`src/rtl/uart_rx_ctrl.sv`:
```
// UART receiver: input synchronizer, mid-bit sampling timer, frame FSM,
// single-entry output holding register and sticky error flags.
module uart_rx_ctrl #(
   parameter int unsigned DATA_BITS   = 8,
   parameter int unsigned SYNC_STAGES = 2
) (
   input  logic                 clk,
   input  logic                 rstn,
   input  logic [15:0]          period,
   input  logic                 parity_en,
   input  logic                 parity_odd,
   input  logic                 rxd,
   output logic [DATA_BITS-1:0] rx_data,
   output logic                 rx_valid,
   input  logic                 rx_ready,
   input  logic                 err_clr,
   output logic                 frame_err,
   output logic                 parity_err,
   output logic                 overrun_err,
   output logic                 busy
);

   localparam int unsigned CNT_W = 16;
   localparam int unsigned IDX_W = (DATA_BITS > 1) ? $clog2(DATA_BITS) : 1;

   localparam logic [2:0] S_IDLE   = 3'd0;
   localparam logic [2:0] S_START  = 3'd1;
   localparam logic [2:0] S_DATA   = 3'd2;
   localparam logic [2:0] S_PARITY = 3'd3;
   localparam logic [2:0] S_STOP   = 3'd4;

   logic [SYNC_STAGES-1:0] sync_q;
   logic                   dly_q;
   logic                   rxd_s;
   logic                   fall;

   logic [CNT_W-1:0]       p_eff;
   logic [CNT_W-1:0]       cnt_q, cnt_d;
   logic                   tmr_en;
   logic                   tick;

   logic [2:0]             state_q, state_d;
   logic [IDX_W-1:0]       bit_idx_q, bit_idx_d;
   logic [DATA_BITS-1:0]   shift_q, shift_d;
   logic                   par_en_q, par_en_d;
   logic                   par_odd_q, par_odd_d;
   logic                   par_bad_q, par_bad_d;
   logic                   done_good, done_par, done_frame;

   logic [DATA_BITS-1:0]   rx_data_q, rx_data_d;
   logic                   rx_valid_q, rx_valid_d;
   logic                   frame_err_q, frame_err_d;
   logic                   parity_err_q, parity_err_d;
   logic                   overrun_err_q, overrun_err_d;
   logic                   busy_q;

   // Metastability synchronizer plus one delay flop for edge detection
   always_ff @(posedge clk or negedge rstn) begin
      if (!rstn) begin
         sync_q <= '1;
         dly_q  <= 1'b1;
      end else begin
         sync_q <= {sync_q[SYNC_STAGES-2:0], rxd};
         dly_q  <= sync_q[SYNC_STAGES-1];
      end
   end

   assign rxd_s = sync_q[SYNC_STAGES-1];
   assign fall  = !rxd_s && dly_q;

   // Bit timer: preloaded to half a bit so the first tick lands mid start bit
   assign p_eff  = (period < 16'd4) ? 16'd4 : period;
   assign tmr_en = (state_q != S_IDLE);
   assign tick   = tmr_en && (cnt_q == (p_eff - 16'd1));

   always_comb begin
      cnt_d = cnt_q;
      if (!tmr_en)      cnt_d = p_eff >> 1;
      else if (tick)    cnt_d = '0;
      else              cnt_d = cnt_q + 16'd1;
   end

   always_ff @(posedge clk or negedge rstn) begin
      if (!rstn) cnt_q <= '0;
      else       cnt_q <= cnt_d;
   end

   // Frame FSM next-state and datapath
   always_comb begin
      state_d    = state_q;
      bit_idx_d  = bit_idx_q;
      shift_d    = shift_q;
      par_en_d   = par_en_q;
      par_odd_d  = par_odd_q;
      par_bad_d  = par_bad_q;
      done_good  = 1'b0;
      done_par   = 1'b0;
      done_frame = 1'b0;
      case (state_q)
         S_IDLE: begin
            if (fall) begin
               state_d   = S_START;
               par_en_d  = parity_en;
               par_odd_d = parity_odd;
               par_bad_d = 1'b0;
            end
         end
         S_START: begin
            if (tick) begin
               if (!rxd_s) begin
                  state_d   = S_DATA;
                  bit_idx_d = '0;
               end else begin
                  state_d = S_IDLE;
               end
            end
         end
         S_DATA: begin
            if (tick) begin
               shift_d[bit_idx_q] = rxd_s;
               if (bit_idx_q == IDX_W'(DATA_BITS - 1))
                  state_d = par_en_q ? S_PARITY : S_STOP;
               else
                  bit_idx_d = bit_idx_q + IDX_W'(1);
            end
         end
         S_PARITY: begin
            if (tick) begin
               if (rxd_s != ((^shift_q) ^ par_odd_q)) par_bad_d = 1'b1;
               state_d = S_STOP;
            end
         end
         S_STOP: begin
            if (tick) begin
               state_d = S_IDLE;
               if (!rxd_s)         done_frame = 1'b1;
               else if (par_bad_q) done_par   = 1'b1;
               else                done_good  = 1'b1;
            end
         end
         default: state_d = S_IDLE;
      endcase
   end

   // Output holding register and sticky error flags
   always_comb begin
      rx_data_d     = rx_data_q;
      rx_valid_d    = rx_valid_q;
      frame_err_d   = (frame_err_q   && !err_clr) || done_frame;
      parity_err_d  = (parity_err_q  && !err_clr) || done_par;
      overrun_err_d = overrun_err_q && !err_clr;
      if (done_good) begin
         if (!rx_valid_q || rx_ready) begin
            rx_data_d  = shift_q;
            rx_valid_d = 1'b1;
         end else begin
            overrun_err_d = 1'b1;
         end
      end else if (rx_valid_q && rx_ready) begin
         rx_valid_d = 1'b0;
      end
   end

   // State and output registers
   always_ff @(posedge clk or negedge rstn) begin
      if (!rstn) begin
         state_q       <= S_IDLE;
         bit_idx_q     <= '0;
         shift_q       <= '0;
         par_en_q      <= 1'b0;
         par_odd_q     <= 1'b0;
         par_bad_q     <= 1'b0;
         rx_data_q     <= '0;
         rx_valid_q    <= 1'b0;
         frame_err_q   <= 1'b0;
         parity_err_q  <= 1'b0;
         overrun_err_q <= 1'b0;
         busy_q        <= 1'b0;
      end else begin
         state_q       <= state_d;
         bit_idx_q     <= bit_idx_d;
         shift_q       <= shift_d;
         par_en_q      <= par_en_d;
         par_odd_q     <= par_odd_d;
         par_bad_q     <= par_bad_d;
         rx_data_q     <= rx_data_d;
         rx_valid_q    <= rx_valid_d;
         frame_err_q   <= frame_err_d;
         parity_err_q  <= parity_err_d;
         overrun_err_q <= overrun_err_d;
         busy_q        <= (state_d != S_IDLE);
      end
   end

   assign rx_data     = rx_data_q;
   assign rx_valid    = rx_valid_q;
   assign frame_err   = frame_err_q;
   assign parity_err  = parity_err_q;
   assign overrun_err = overrun_err_q;
   assign busy        = busy_q;

endmodule

```
`config.mk`:
```
export PLATFORM = sky130hd
export DESIGN_NAME = uart_rx_ctrl
export DESIGN_NICKNAME = d
export VERILOG_FILES = /design/src/rtl/uart_rx_ctrl.sv
export SDC_FILE = /design/constraint.sdc
export NUM_CORES = 1
export LEC_CHECK = 0
export CAP_MARGIN = 20
export CORE_MARGIN = 10
export CORE_UTILIZATION = 55
export DETAILED_ROUTE_END_ITERATION = 6
export PLACE_DENSITY_LB_ADDON = 0.08
export SLEW_MARGIN = 10
export SYNTH_ARGS = -nofsm -noshare
export SYNTH_HDL_FRONTEND = slang
export SYNTH_SLANG_ARGS = --single-unit
```
`constraint.sdc`:
```
create_clock -name clk -period 4.1 [get_ports clk]
set_clock_uncertainty 0.05 [all_clocks]
set_input_delay 0.82 -clock clk [delete_from_list [all_inputs] [get_ports clk]]
set_output_delay 0.82 -clock clk [all_outputs]
set_load 0.005 [all_outputs]
```
Yosys cells after proc, flatten, opt, wreduce, memory -nomap -nowiden:

Cells that the tools add are included.

* register bits: 49
* latch bits: 0
* RAM bits: 0
* memory bits (read-only): 0
* output and inout port bits: 13
* memories: 0

* $add $sub $neg: 3
* $mul: 0
* div/mod/pow operators: 0
* magnitude comparators: 3
* equal/unequal tests: 15
* shift operators: 0
* multiplexer cells: 40
* bitwise logic cells: 1
* reduce and logical (&&, ||, !) cells: 26

Operators by type and width (number)
* 16-bit 2-to-1 mux: 3
* 3-bit 2-to-1 mux: 11
* 1-bit 2-to-1 mux: 20
* 16-bit by 1-bit adder with 16-bit output (second input constant): 1
* 16-bit == test: 1
* 16-bit by 3-bit < comparator with 1-bit output (second input constant): 1
* 16-bit by 1-bit subtractor with 16-bit output (second input constant): 1
* 3-bit case mux with 5 select lines: 1
* 2-bit != test (second input constant): 7
* 8-bit bitwise mux: 1
* 2-bit AND reduction: 4
* 8-bit parity: 1
* 1-bit logical AND: 7
* 3-bit by 2-bit == test with 1-bit output (second input constant): 2
* 3-bit == test (second input constant): 2
* 3-bit case mux with 2 select lines: 1
* 2-bit nonzero test: 3
* 3-bit nonzero test: 2
* 5-bit AND reduction: 1
* 3-bit by 4-bit < comparator with 1-bit output (second input constant): 1
* 4-bit AND reduction: 1
* 3-bit by 1-bit adder with 3-bit output (second input constant): 1
* 1-bit demux with 3-bit select: 1
* 3-bit by 1-bit == test with 1-bit output (second input constant): 1
* other kinds (9): 13

Depth between registers and ports, before layout:

Gate-level depths: netlist of the first run.

* depth after elaboration: 9
* mapped depth: 14
* depth with buffers taken out: 12

Least setup slack after synthesis of the first run:

No wires, ideal clock.

* path kind: in2reg
* start: input period[4]
* end: register busy_q, in the netlist busy
* arrival time: 4.278 ns
* required time: 3.911 ns
* setup slack: -0.367 ns
* stages on the path: 13
* buffers on the path: 1
* cell sequence: buf_2 nor4_2 nand4_1 nand2_1 ha_1 nor4b_2 nand2b_1 or3_1 a32o_1 or2_1 or4b_1 a32o_1 or4_1

* cells in the longest elaborated chain, start to end: 8
* elaborated cells on any way between the ends: 11
* classes of those cells: add/sub (1); order compare (1); eq/ne (1); mux (6); reduce/logical (2)

RTL lines
* start: declaration: line 9 `input logic [15:0] period,`
* 16-bit by 3-bit < comparator with 1-bit output: line 72 `assign p_eff = (period < 16'd4) ? 16'd4 : period;`
* 16-bit 2-to-1 mux *: line 72
* 16-bit by 1-bit subtractor with 16-bit output *: line 74 `assign tick = tmr_en && (cnt_q == (p_eff - 16'd1));`
* 16-bit == test *: line 74
* 1-bit logical AND *: line 74
* 3-bit 2-to-1 mux, on equally long branches
* 3-bit case mux with 5 select lines *: line 99 `case (state_q)`
* named net state_d[1]: line 42 `logic [2:0] state_q, state_d;`
* 3-bit nonzero test *: line 191 `busy_q <= (state_d != S_IDLE);`
* end signal: assignment: line 191
* end: declaration: line 55 `logic busy_q;`

Mark *: on every way through the listed nets, which the timed path passes. The rest lies on a longest branch.
A chain may end at the register's enable or synchronous reset.

Final worst setup path of the first run:

* start: input period[0]
* end: register busy_q, in the netlist busy

The elaborated chain is that of the path after synthesis.

==> impl_metrics.csv, run 1 <==
group,metric,value,unit
placed_design,dp_hpwl,5.99,mm
pwr,switching_share,28.0,%
drt,detail_route.drc_violations,0,
floorplan,initial_utilization,56.9,%
timing,post_route_setup_tns,0,ps
clock_tree,cts_num_sinks,49,
logic_synthesis,synth_top_area_share,36.7,%
logic_synthesis,netlist_top_cells_area,"dfrtp_1, mux2_2, xnor2_1, xor2_1, nand2_1",
worst_setup_path,crit_path_max_incr_delay,550,ps
timing,timing_max_transition_violations_final,0,
timing,finalCriticalPeriod,4080,ps
pwr,total_power,1290,uW
pwr,cellPowerDensity,311,nW/um2
logic_synthesis,synth-adder-area-share,1.60,%
cells_and_area,insertedDiodeCount,0,
floorplan,die_height,95.5,um
clock_tree,tritoncts_clock_tree,"built",
cells_and_area,seq_area,1230,um2
hold_path,min_delay_path_depth,0,
pwr,seq_power_share,44.3,%
timing,fin_hold_ws,311,ps
worst_setup_path,worstRegToRegCells,8,
floorplan,die_area,9120,um2
logic_synthesis,syn_area,3130,um2
hold_path,hold_end,"sync_q[1]$_DFF_PN1_",
logic_synthesis,syn_nets,351,
hold_path,min-delay-start,"sync_q[0]$_DFF_PN1_",
cells_and_area,finish.net_count,435,
worst_setup_path,cp-end-kind,"flop",
logic_synthesis,synth_edf_count,0,
floorplan,rows,27,
cells_and_area,share_of_layout_cells_above_drive_strength_1,30.3,%
worst_setup_path,worstSetupPathType,"primary input to flop",
pwr,power.static_leakage,0.00183,uW
drt,routed_wl,8.32,mm
global_routing,grt_max_degree,50,
clock_tree,cts_hold_repair.buffers,0,
clock_tree,clkSlewWorstSetupHoldPaths,90,ps
floorplan,ios,36,
logic_synthesis,synth_xor_area_share,11.2,%
drt,detail-route-antenna-nets,0,
cells_and_area,synthesis_to_layout_area_growth,32.6,%
placed_design,place.port_buffers,35,
pwr,p_comb_share,23.8,%
worst_setup_path,rrSetupSlack,830,ps
logic_synthesis,main_combinational_cell_family_by_area_after_synthesis,"simple AND/OR/NAND/NOR gates",
logic_synthesis,asyncSetResetFlopFracSynth,100,%
pwr,power.ir.vdd_worst,0.000204,V
timing,hold_viol,0,
logic_synthesis,synth_compound_gate_area_share,12.0,%
pwr,clock_power_share,32.0,%
flow_run,drv.max_cap_violation_count,0,
drt,vias_per_cell,5.83,
worst_setup_path,path_buf_inv,3,
worst_setup_path,crit-reg2reg-capture,"busy$_DFF_PN0_",
logic_synthesis,synth.lib_cells_used.distinct,60,
logic_synthesis,synthesis.instances,324,
worst_setup_path,cp_data_arrival_time,4210,ps
global_routing,grt_overflow_total,0,
logic_synthesis,synth_top_area_cell,"dfrtp_1",
global_routing,grt_first_pass_wirelength,13.6,mm
outcome,status,"finished, final reports clean",
drt,detail_route.iter0.violations,175,
hold_path,min-delay-path-class,"flop to flop",
worst_setup_path,timing.rr.start,"cnt_q[0]$_DFF_PN0_",
worst_setup_path,crit_path_max_fanout,4,
clock_tree,clock_insertion_delay_worst_skew,300,ps
pwr,switching_power,362,uW
timing,maxSlewHeadroom,56.6,%
worst_setup_path,worst_path_most_repeated_cell,"buf_4",
logic_synthesis,synth_mux_area_share,8.14,%
cells_and_area,final.fill_count,406,
clock_tree,cts_root_buffer,"clkbuf_8",
drt,drt-wirelength-per-cell,17.3,um
drt,drtPass1Iterations,4,
floorplan,die-width,95.5,um
global_routing,grt.total_usage,18.4,%
clock_tree,htreeDepth,2,
global_routing,grt_pass1_vias,2826,
timing,rsz0062_at_grt,"true",
worst_setup_path,cpLargestDelayFamily,"simple AND/OR/NAND/NOR gates",
timing,worst_slew_pin_slew,649,ps
logic_synthesis,synth.ff_latch_count,49,
worst_setup_path,cp-start-kind,"primary input",
floorplan,coreArea,5510,um2
logic_synthesis,yosysSeqAreaShare,39.2,%
placed_design,gpl.final_weighted_congestion,0.933,
logic_synthesis,synth-simple-area-share,24.3,%
global_routing,initial_antenna_violation_count,0,
clock_tree,max-clock-path-buffers,2,
timing,layout_worst_path_cycle_share,99.6,%
pwr,internal-power,930,uW
logic_synthesis,yosys_warnings,0,
drt,vias,2804,
worst_setup_path,cp_data_required_time,4220,ps
timing,finalSetupViolCount,0,
worst_setup_path,cp_slowest_cell,"or4b_4",
logic_synthesis,syn_area_per_cell,9.67,um2
logic_synthesis,dominantRegCellSynth,"dfrtp_1",
cells_and_area,area_taken_by_multi_input_logic_gates,1890,um2
clock_tree,cts_made_buffers,5,
timing,timing.fmax,0.245,GHz
worst_setup_path,cp_cell_sequence,"clkdlybuf4s50_1 > nand2_1 > ha_4 > nor4b_4 > buf_4 > buf_4 > a311o_1 > a211oi_1 > nand4_1 > or4b_4 > a32o_2 > or4_4",
## state kept, by name, indices dropped and copies added, names as in the netlist
register     flops
cnt_q           16
rx_data          8
shift_q          8
bit_idx_q        3
state_q          3
sync_q           2
busy             1
dly_q            1
frame_err        1
overrun_err      1
par_bad_q        1
par_en_q         1
par_odd_q        1
parity_err       1
rx_valid         1
## area by class of cell
class | instances | area share, %
Multi-Input combinational cell | 248 | 45.6
Inverter | 12 | 1.08
Clock buffer | 5 | 1.66
Tap cell | 72 | 2.17
Sequential cell | 49 | 29.6
Clock inverter | 3 | 1.66
Timing Repair Buffer | 92 | 18.2
## synthesized netlist by cell type (2+ instances only)
cell type,n
a2111oi_0,2
a211oi_1,2
a21oi_1,4
a32o_1,3
a41oi_1,2
and2_1,3
and3_1,6
buf_2,2
clkbuf_1,12
dfrtp_1,46
dfstp_2,3
ha_1,4
inv_1,12
mux2_2,20
mux2i_1,3
nand2_1,33
nand2b_1,4
nand3_1,8
nand3b_1,2
nand4_1,17
nand4b_1,2
nor2_1,15
nor2b_1,4
nor3_1,9
nor3_2,2
nor4_1,3
nor4_2,2
nor4b_1,2
o211ai_1,3
o21ai_0,5
o22ai_1,5
o31ai_1,14
or3_1,3
or4_1,3
xnor2_1,22
xor2_1,18
## through the flow
step                instance area [um2]  utilization (%)  instances  setup WS, ps
finish                             4160             75.5        481          15.2
floorplan                          3180                -        324          -199
global placement                   3860             70.1        457          -587
CTS                                4050             73.6        475          7.38
global route                       4160             75.5        481          -135
detailed placement                 3860             70.1        457          -738
## power by group through the flow
stage / Clock, uW / Sequential (uW) / Combinational (uW)
3_3_place_gp: 0 / 581 / 259
6_report: 413 / 572 / 307
3_5_place_dp: 0 / 581 / 267
4_1_cts: 422 / 571 / 275
2_1_floorplan: 0 / 564 / 165
5_1_grt: 444 / 580 / 336
## what timing repair did
item,CTS,global route
gates resized for setup,49,23
setup buffers,10,5
pin swaps,16,15
setup endpoints to repair,20,8
## how the worst max path moves through the flow
stage / startpoint / end / slack [ps] / cells past startpoint
CTS: period[4] / busy$_DFF_PN0_ / 7 / 13
detailed placement: period[15] / busy$_DFF_PN0_ / -740 / 13
floorplan: period[3] / busy$_DFF_PN0_ / -200 / 13
global route: period[13] / busy$_DFF_PN0_ / -130 / 17
global placement: period[15] / busy$_DFF_PN0_ / -590 / 13
finish: period[0] / busy$_DFF_PN0_ / 20 / 12
## kinds of logic (layout without fill, tap and decap cells)
| family | count (synthesis) | count (layout) |
|---|---|---|
| simple gates | 130 | 130 |
| compound gates | 51 | 51 |
| flops | 49 | 49 |
| xor+xnor | 40 | 40 |
| buf+inv | 27 | 112 |
| mux | 23 | 23 |
| fa+ha+maj | 4 | 4 |
## layout by cell type, fill, tap and decap left out, types with 4 or more instances in the layout
cell type,synthesis,routed
a21oi_1,4,4
and3_1,6,6
buf_2,2,6
buf_4,0,56
clkbuf_2,0,4
clkbuf_8,0,5
clkdlybuf4s50_1,0,20
dfrtp_1,46,46
inv_1,12,12
mux2_2,20,20
nand2_1,33,33
nand2b_1,4,4
nand3_1,8,8
nand4_1,17,17
nor2_1,15,15
nor3_1,9,7
nor4_4,1,4
o21ai_0,5,5
o22ai_1,5,5
o31ai_1,14,14
xnor2_1,22,22
xor2_1,18,18
## worst reg2reg max path, stage by stage, from the launching register on
cell and delay [ps]:
dfrtp_1 460, xor2_1 220, or3b_2 450, mux2_2 280, a22oi_2 210, nand4_1 160, or4b_4 550, a32o_2 250
or4_4 510
## layer usage
metal / part of all wire (%) / vias up / track usage, %
met5: 0 / - / 0
met4: 1.9 / 0 / 6.39
met3: 5.3 / 15 / 4.24
met2: 52 / 67 / 31.3
met1: 41 / 1358 / 22.2
li1: - / 1364 / -
(Power assumes the default switching activity.)
==> run 2, diff against run 1 <==
--- a/config.mk
+++ b/config.mk
@@ -6,8 +6,11 @@
 export NUM_CORES = 1
 export LEC_CHECK = 0
 export CAP_MARGIN = 20
+export CORE_ASPECT_RATIO = 0.6
 export CORE_MARGIN = 10
 export CORE_UTILIZATION = 55
+export CTS_CLUSTER_DIAMETER = 50
+export CTS_CLUSTER_SIZE = 16
 export DETAILED_ROUTE_END_ITERATION = 6
 export PLACE_DENSITY_LB_ADDON = 0.08
 export SLEW_MARGIN = 10
==> run 2 against run 1 <==
  * Clock power barely moved
  * Critical endpoint unchanged
  * Utilization fell by 0.33 points
  * First-iteration DRC count rose by 47%
  * Sequential cell count did not move
  * Setup slack got worse by 1.7 ps
  * Cell count rose by 2.3%
  * Largest cell class unchanged
  * Sequential share of layout area fell by 0.071 points
  * Maximum frequency barely moved
  * Global-route usage fell by 0.27 points
  * Clock-buffer cell count did not move
  * Register-to-register slack improved by 60 ps
==> impl_metrics.csv, run 2 (synthesis gave the netlist of run 1 again) <==
group,metric,value,unit
global_routing,initial_antenna_violation_count,0,
global_routing,use_met3,5.21,%
cells_and_area,largest-register,"cnt_q",
worst_setup_path,timing.rr.start,"cnt_q[0]$_DFF_PN0_",
floorplan,die_area,9220,um2
flow_run,drv.max_cap_violation_count,0,
cells_and_area,largest_reg_flops,16,
clock_tree,clock_insertion_delay_worst_skew,310,ps
drt,drt-wirelength-per-cell,17.5,um
global_routing,grt_first_pass_wirelength,14.0,mm
hold_path,min-delay-start,"sync_q[0]$_DFF_PN1_",
worst_setup_path,cp_data_required_time,4230,ps
cells_and_area,final.fill_count,411,
timing,timing.fmax,0.245,GHz
hold_path,hold_end,"sync_q[1]$_DFF_PN1_",
drt,vias,2833,
floorplan,coreArea,5540,um2
drt,detail_route.drc_violations,0,
placed_design,place.port_buffers,35,
clock_tree,cts_num_sinks,49,
cells_and_area,mostFrequentLayoutCells,"buf_4, dfrtp_1, nand2_1",
cells_and_area,mostFrequentLayoutCell,"buf_4",
clock_tree,tritoncts_clock_tree,"built",
drt,drtPass1Iterations,6,
floorplan,die-width,117,um
worst_setup_path,worstRegToRegCells,8,
clock_tree,cts_root_buffer,"clkbuf_8",
global_routing,met1_usage,27.4,%
timing,rsz0062_at_grt,"true",
drt,vias_per_cell,5.76,
pwr,power.ir.vdd_worst,0.000260,V
worst_setup_path,rrSetupSlack,890,ps
floorplan,initial_utilization,56.5,%
clock_tree,clkSlewWorstSetupHoldPaths,100,ps
worst_setup_path,worstSetupPathType,"primary input to flop",
drt,detail-route-antenna-nets,0,
placed_design,dp_hpwl,6.52,mm
drt,routed_wl,8.61,mm
worst_setup_path,crit-reg2reg-capture,"busy$_DFF_PN0_",
timing,hold_viol,0,
global_routing,grt_max_degree,37,
worst_setup_path,cp-start-kind,"primary input",
cells_and_area,stdcell_count,492,
global_routing,grt_pass1_vias,2715,
drt,detail_route.iter0.violations,257,
cells_and_area,postLayoutCoreUtil,75.1,%
clock_tree,cts_hold_repair.buffers,0,
cells_and_area,share_of_layout_cells_above_drive_strength_1,30.1,%
outcome,status,"finished, final reports clean",
pwr,cellPowerDensity,308,nW/um2
placed_design,dp_cells,471,
global_routing,grt_overflow_total,0,
timing,worst_slew_pin_slew,821,ps
timing,finalCriticalPeriod,4090,ps
hold_path,min-delay-path-class,"flop to flop",
timing,timing_max_transition_violations_final,0,
cells_and_area,finish.net_count,438,
hold_path,min_delay_path_depth,0,
global_routing,top_usage_layer,"met1",
clock_tree,max-clock-path-buffers,2,
floorplan,ios,36,
floorplan,rows,21,
placed_design,gpl.final_weighted_congestion,0.920,
cells_and_area,synthesis_to_layout_area_growth,32.9,%
timing,finalSetupViolCount,0,
clock_tree,htreeDepth,2,
clock_tree,cts_made_buffers,5,
timing,maxSlewHeadroom,45.3,%
cells_and_area,insertedDiodeCount,0,
global_routing,grt.total_usage,18.1,%
pwr,power.static_leakage,0.00182,uW
worst_setup_path,cp-end-kind,"flop",
floorplan,die_height,78.5,um
worst_setup_path,crit_path_max_fanout,4,
worst_setup_path,cp_data_arrival_time,4220,ps
global_routing,grt.met2_usage,24.6,%
timing,post_route_setup_tns,0,ps
timing,layout_worst_path_cycle_share,99.7,%
## run 2: cell count changes in the layout (fill, tap and decap cells not counted), moves of 2 or more
cell,previous run,this run
nor3_4,3,1
nand2_1,33,31
buf_4,56,60
buf_2,6,1
clkbuf_2,4,8
nor3_2,1,3
nand2_2,0,2
## run 2: critical path, stage by stage
cell and delay [ps]:
buf_6 100, nor4_4 290, nand4_1 240, nand2_2 150, ha_4 150, nor4b_4 220
nand2b_1 130, or3_1 400, a32o_2 260, or2_1 240, or4b_1 470, a32o_1 240
or4_1 500
## run 2: area by class of cell
class | instances | area, um2 | share of cell area (%)
inverter | 12 | 45.0 | 1.08
timing repair buffer | 95 | 763 | 18.3
clock inverter | 3 | 68.8 | 1.65
clock buffer | 5 | 68.8 | 1.65
multi-input combinational | 248 | 1890 | 45.4
tap | 80 | 100 | 2.40
sequential | 49 | 1230 | 29.5
## run 2: where the power goes
group / total (uW) / internal, uW / leakage [uW] / switching (uW)
Sequential: 577 / 519 / 0.000639 / 58.5
Combinational: 292 / 155 / 0.00111 / 137
Clock: 415 / 246 / 0.0000687 / 170
## run 2: repair_timing
item | CTS | global route
resized for setup | 28 | 37
setup endpoints to repair | 21 | 31
buffers inserted | 7 | 7
pin swaps | 17 | 17
## run 2: worst max path at each step
| stage | start | endpoint | slack [ps] |
|---|---|---|---|
| 3_3_place_gp | period[14] | busy$_DFF_PN0_ | -580 |
| 4_1_cts | period[12] | busy$_DFF_PN0_ | 5 |
| 6_report | period[3] | busy$_DFF_PN0_ | 10 |
| 3_5_place_dp | period[15] | busy$_DFF_PN0_ | -700 |
| 2_1_floorplan | period[3] | busy$_DFF_PN0_ | -200 |
| 5_1_grt | period[11] | busy$_DFF_PN0_ | -130 |
## run 2: layer usage
metal	wire length (um)	share of wire, %	up-vias
li1	-	-	1367
met1	4480	52	1367
met2	3440	40	95
met3	659	7.7	4
met4	30	0.35	0
met5	0	0	-
## run 2: metrics by stage
step           total power, uW  area, um2  setup WS (ps)  hold slack [ps]
2_1_floorplan              729       3180           -199              295
3_3_place_gp               841       3910           -583              295
3_5_place_dp               852       3910           -701              303
4_1_cts                   1270       4100           4.59              300
5_1_grt                   1350       4170           -128              309
6_report                  1280       4170           13.4              299
